`config.mk`:
```
export PLATFORM = sky130hd
export DESIGN_NAME = gcd_controller
export DESIGN_NICKNAME = d
export VERILOG_FILES = /design/src/rtl/gcd_controller.sv
export SDC_FILE = /design/constraint.sdc
export NUM_CORES = 1
export LEC_CHECK = 0
export CAP_MARGIN = 20
export CORE_ASPECT_RATIO = 0.7
export CORE_MARGIN = 2
export CORE_UTILIZATION = 46
export CTS_BUF_LIST = sky130_fd_sc_hd__clkbuf_8
export DETAILED_ROUTE_END_ITERATION = 8
export GPL_TIMING_DRIVEN = 0
export PLACE_DENSITY_LB_ADDON = 0.12
export SYNTH_ARGS = -nofsm -noshare
export SYNTH_HDL_FRONTEND = slang
export SYNTH_SLANG_ARGS = --single-unit
```
`constraint.sdc`:
```
create_clock -name clk -period 2.2 [get_ports clk]
set_input_delay 0.44 -clock clk [delete_from_list [all_inputs] [get_ports clk]]
set_output_delay 0.44 -clock clk [all_outputs]
set_load 0.005 [all_outputs]
```
`src/rtl/gcd_controller.sv`:
```
// Control FSM for a 16-bit subtractive GCD datapath: loads A then B from data_in, then
// issues one subtract per cycle until A==B, with zero-operand, bad-flag and timeout errors.
module gcd_controller #(
  parameter int          WIDTH    = 16,
  parameter int          CNT_W    = 16,
  parameter int unsigned MAX_ITER = 65535
) (
  input  logic             clk,
  input  logic             rst,
  input  logic             start,
  input  logic [WIDTH-1:0] data_in,
  input  logic             gt,
  input  logic             eq,
  input  logic             lt,
  output logic             LdA,
  output logic             LdB,
  output logic             sel1,
  output logic             sel2,
  output logic             sel_in,
  output logic             busy,
  output logic             done,
  output logic             err,
  output logic [CNT_W-1:0] iter_count
);

  typedef enum logic [2:0] {
    S_IDLE   = 3'd0,
    S_LOAD_A = 3'd1,
    S_LOAD_B = 3'd2,
    S_RUN    = 3'd3,
    S_DONE   = 3'd4
  } state_t;

  localparam logic [CNT_W-1:0] CNT_LAST = CNT_W'(MAX_ITER - 1);

  state_t           state_q, state_d;
  logic             err_q, err_d;
  logic             zero_q, zero_d;
  logic [CNT_W-1:0] cnt_q, cnt_d;
  logic             sub_issue;

  // RUN controls follow the live compare flags, which change after every subtract,
  // so they are decoded combinationally from the state register and the flags.
  always_comb begin
    state_d   = state_q;
    err_d     = err_q;
    zero_d    = zero_q;
    cnt_d     = cnt_q;
    sub_issue = 1'b0;
    LdA       = 1'b0;
    LdB       = 1'b0;
    sel1      = 1'b0;
    sel2      = 1'b0;
    sel_in    = 1'b0;
    busy      = 1'b0;
    done      = 1'b0;
    case (state_q)
      S_IDLE: begin
        if (start) begin
          state_d = S_LOAD_A;
          err_d   = 1'b0;
          zero_d  = 1'b0;
          cnt_d   = '0;
        end
      end
      S_LOAD_A: begin
        LdA     = 1'b1;
        sel_in  = 1'b1;
        busy    = 1'b1;
        if (data_in == '0) zero_d = 1'b1;
        state_d = S_LOAD_B;
      end
      S_LOAD_B: begin
        LdB    = 1'b1;
        sel_in = 1'b1;
        busy   = 1'b1;
        if (zero_q || (data_in == '0)) begin
          zero_d  = 1'b1;
          err_d   = 1'b1;
          state_d = S_DONE;
        end else begin
          state_d = S_RUN;
        end
      end
      S_RUN: begin
        busy = 1'b1;
        case ({gt, eq, lt})
          3'b100: begin
            LdA       = 1'b1;
            sel2      = 1'b1;
            sub_issue = 1'b1;
          end
          3'b001: begin
            LdB       = 1'b1;
            sel1      = 1'b1;
            sub_issue = 1'b1;
          end
          3'b010: begin
            err_d   = 1'b0;
            state_d = S_DONE;
          end
          default: begin
            err_d   = 1'b1;
            state_d = S_DONE;
          end
        endcase
        if (sub_issue) begin
          cnt_d = cnt_q + 1'b1;
          // The last permitted subtract still happens; the run then ends in error.
          if (cnt_q == CNT_LAST) begin
            err_d   = 1'b1;
            state_d = S_DONE;
          end
        end
      end
      S_DONE: begin
        done    = 1'b1;
        state_d = S_IDLE;
      end
      default: state_d = S_IDLE;
    endcase
  end

  always_ff @(posedge clk) begin
    if (rst) begin
      state_q <= S_IDLE;
      err_q   <= 1'b0;
      zero_q  <= 1'b0;
      cnt_q   <= '0;
    end else begin
      state_q <= state_d;
      err_q   <= err_d;
      zero_q  <= zero_d;
      cnt_q   <= cnt_d;
    end
  end

  assign err        = err_q;
  assign iter_count = cnt_q;

endmodule

```
==> results.md <==
- Run status: finished, final reports clean
- Mapped cell area: ~0.0013 mm^2
- Detailed-route via count: around 1500
- DR DRC count: 0
- Initial Utilization: 0.4742
- CP max-delay cell: clkdlybuf4s50_1
- Die height: 48.65 um
- Syn Nets: between 150 and 200
- Share of cells above drive strength 1: 0.1220
- Share of the synthesized area in the top cell type: 0.3209
- Synthesized netlist cell count: roughly 160
- Worst r2r src: state_q[1]
- Die area: 0.003298 mm^2
- Int Pwr: between 800 and 900 uW
- First-pass GRT wire length: 5954 um
- Clk network pwr share: 0.197
- Cell Area, Placed: roughly 0.0018 mm^2
- FFs w/ async S/R, synth: 0
- Die X: between 60 and 70 um
- Arr. time, crit path: 1680 ps
- Final setup viols: 0
- Worst VDD drop: ~0.00044 V
- Max-Cap Viols: 0
- CP Capture Type: output port
- CP Launch Type: input port
- Critical path type: input port to output port
- # clock sinks: 21
- Bufs on Longest Clock Path: 2
- Core area: approximately 0.0028 mm^2
- CP max FO: 4
- Cell area after layout: between 0.0015 and 0.002 mm^2
- IO buf count: 44
- Ant. Diodes: 0
- Ports: 46
- Final net count: 230
- CTS tree: built
- Worst slew margin: 0.6899
- Net Sw Frac: 0.3692
- Routed Antenna Nets: 0
- Initial drt markers: between 100 and 150
- Root Driver: clkbuf_8
- Worst Tran Pin Value: about 460 ps
- Clock Latency Late Sink: ~280 ps
- CTS buffer count: 3
- P_sw: 504.5 uW
- DP HPWL: 2710 um
- GRT overflow: 0
- Worst hold start: err
- Vias in the first global route: roughly 1400
- RSZ-0062 raised after global routing: no
- Max-slew violations: 0
- Share of the clock period used by the worst path: 0.9656
- Total global-route track usage: 0.2381
- P_leak: ~0.60 nW
- Avg Inst Size Synth: roughly 8.4 um^2
- Post-synth top flop: dfxtp_1
- Area leader, netlist: dfxtp_1
- Yosys warning count: 0
- WL/cell: between 15 and 20 um
- Worst path cell trace: dlygate4sd2_1 > nand4bb_4 > nor3b_2 > clkdlybuf4s50_1
- Post-Route WL: approximately 3600 um
- Initial antenna violation count: 0
- Crit path buffers/inverters: 2
- Seq/Total Area, Yosys: 0.3209
- Top area cells in the synthesized netlist: dfxtp_1 (32%), a21oi_1 (6.1%), o31ai_1 (4.0%)
- Htree depth: 1
- Placer Congestion: ~0.83
- Tmin final: about 2100 ps
- Share of total power in combinational logic: 0.462
- Crit-path max cell delay: about 530 ps
- Largest delay share family, worst path: buffers and inverters
- Sequential share of power: 0.341
- Count of final hold-check violations: 0
- First-pass detailed-route iteration total: 4
- PwrDens: between 700 and 800 mW/mm^2
- Layout area overhead: 42.98%
- Fmax: ~470 MHz
- FF+latch count, synth: 21
- EDFF count, synth: 0
- Worst-path clk slew: 80 ps
- Largest net degree at the start of global routing: 12
- Cell variety after synth: between 40 and 50
- Fin Clk Skew: 6.996 ps
- Worst EP required: around 1800 ps
- CP Launch Point: eq
- Vias per cell: 6.087
- Worst hold path type: flop to flop
- # rows: 16
- Core Util, Final: 0.6780
==> cells in the mapped netlist (2+ instances only) <==
master	n
or4_4	2
buf_6	2
nand3_1	6
a211oi_1	2
o21ai_0	6
o21bai_1	4
inv_1	7
and2_1	2
dfxtp_1	21
nand2_1	7
or2_2	3
or3_1	5
o31ai_1	7
and4_1	2
nor2_1	7
or4_1	7
nor4_1	5
nand2b_1	2
xnor2_1	2
clkbuf_1	5
ha_1	2
nor3b_1	4
nand4_1	7
nor3_1	6
a21oi_1	16
==> power groups by stage <==
| stage | logic [mW] | clock network [mW] | registers (mW) |
|---|---|---|---|
| 2_1_floorplan | 0.377 | 0 | 0.463 |
| 3_3_place_gp | 0.601 | 0 | 0.466 |
| 3_5_place_dp | 0.618 | 0 | 0.469 |
| 4_1_cts | 0.623 | 0.265 | 0.465 |
| 5_1_grt | 0.693 | 0.287 | 0.473 |
| 6_report | 0.631 | 0.269 | 0.466 |
==> logic make-up (layout without fill, tap and decap cells) <==
group / Yosys count / in the layout / share of synthesized area
AO/OA/AOI/OAI: 43 / 43 / 0.2197
XOR/XNOR: 2 / 2 / 0.01337
adder cells (fa/ha/maj): 2 / 2 / 0.01910
buffers and inverters: 15 / 64 / 0.05540
flip-flops: 21 / 21 / 0.3209
multiplexers: 1 / 1 / 0.007641
AND/OR/NAND/NOR: 72 / 72 / 0.3639
==> worst min-delay path: cells and delay by family, from the launching register on <==
kind                   cells  cell delay (ps)
AOI/OAI and AO/OA          1               70
buffers and inverters      1               70
DFF                        1              320
==> layer usage <==
metal / GRT usage / wire (um) / part of all wire / vias to the layer above
li1: - / - / - / 702
met1: 0.3182 / 1652 / 0.45 / 691
met2: 0.3464 / 1497 / 0.41 / 65
met3: 0.06977 / 407 / 0.11 / 9
met4: 0.1200 / 73 / 0.020 / 0
met5: 0 / 0 / 0 / -
==> layout by cell type, fill, tap and decap left out, drive strengths merged, types with 2 or more instances in the layout <==
cell type / instances
clkdlybuf4s50: 39
dfxtp: 21
a21oi: 16
or4: 9
inv: 8
clkbuf: 8
nand2: 7
nor2: 7
nand4: 7
o31ai: 7
nand3: 7
nor3: 6
o21ai: 6
nor4: 5
or3: 5
dlygate4sd2: 5
o21bai: 4
nor3b: 4
buf: 4
or2: 3
nand2b: 2
xnor2: 2
a211oi: 2
and4: 2
and2: 2
ha: 2
and3: 2
==> area by class of cell <==
class | instances | area [um^2]
multi-input cells | 120 | 838.3
repair buffers | 45 | 441.7
inverters | 7 | 26.28
plain buffers | 8 | 53.80
fillers | 225 | 889.6
clock buffers | 3 | 41.29
clock inverters | 1 | 3.754
flip-flops and latches | 21 | 422.9
well taps | 36 | 45.04
==> flip-flops by register name, indices dropped and copies added, names as in the netlist <==
name	cells
zero_q	1
state_q	3
iter_count	16
err	1
==> per-stage QoR <==
step | instances | TNS (ps) | hold WS, ps | power [mW] | setup WS (ps)
after detailed placement | 236 | -2282 | 482.6 | 1.087 | -427.9
after CTS | 241 | 0 | 498.6 | 1.353 | 27.27
final | 241 | 0 | 488.5 | 1.366 | 75.69
after global routing | 241 | 0 | 530.3 | 1.452 | 9.018
after global placement | 236 | -1993 | 465.1 | 1.067 | -398.6
after floorplan | 156 | 0 | 463.6 | 0.8398 | 498.0
==> final timing paths <==
path,slack (ps),cells past startpoint,end
worst max-delay path,80,4,sel2
worst min-delay path,490,2,err
worst max register to register,290,7,iter_count[3]
worst min register to register,490,2,err
==> what timing repair did <==
item,CTS,global route
gates cloned,0,0
endpoints found under the setup margin,7,2
gates resized for setup,11,5
setup buffers,1,0
endpoints found under the hold margin,0,0
hold buffers,0,0
pin swaps,2,0
(Power assumes the default switching activity.)
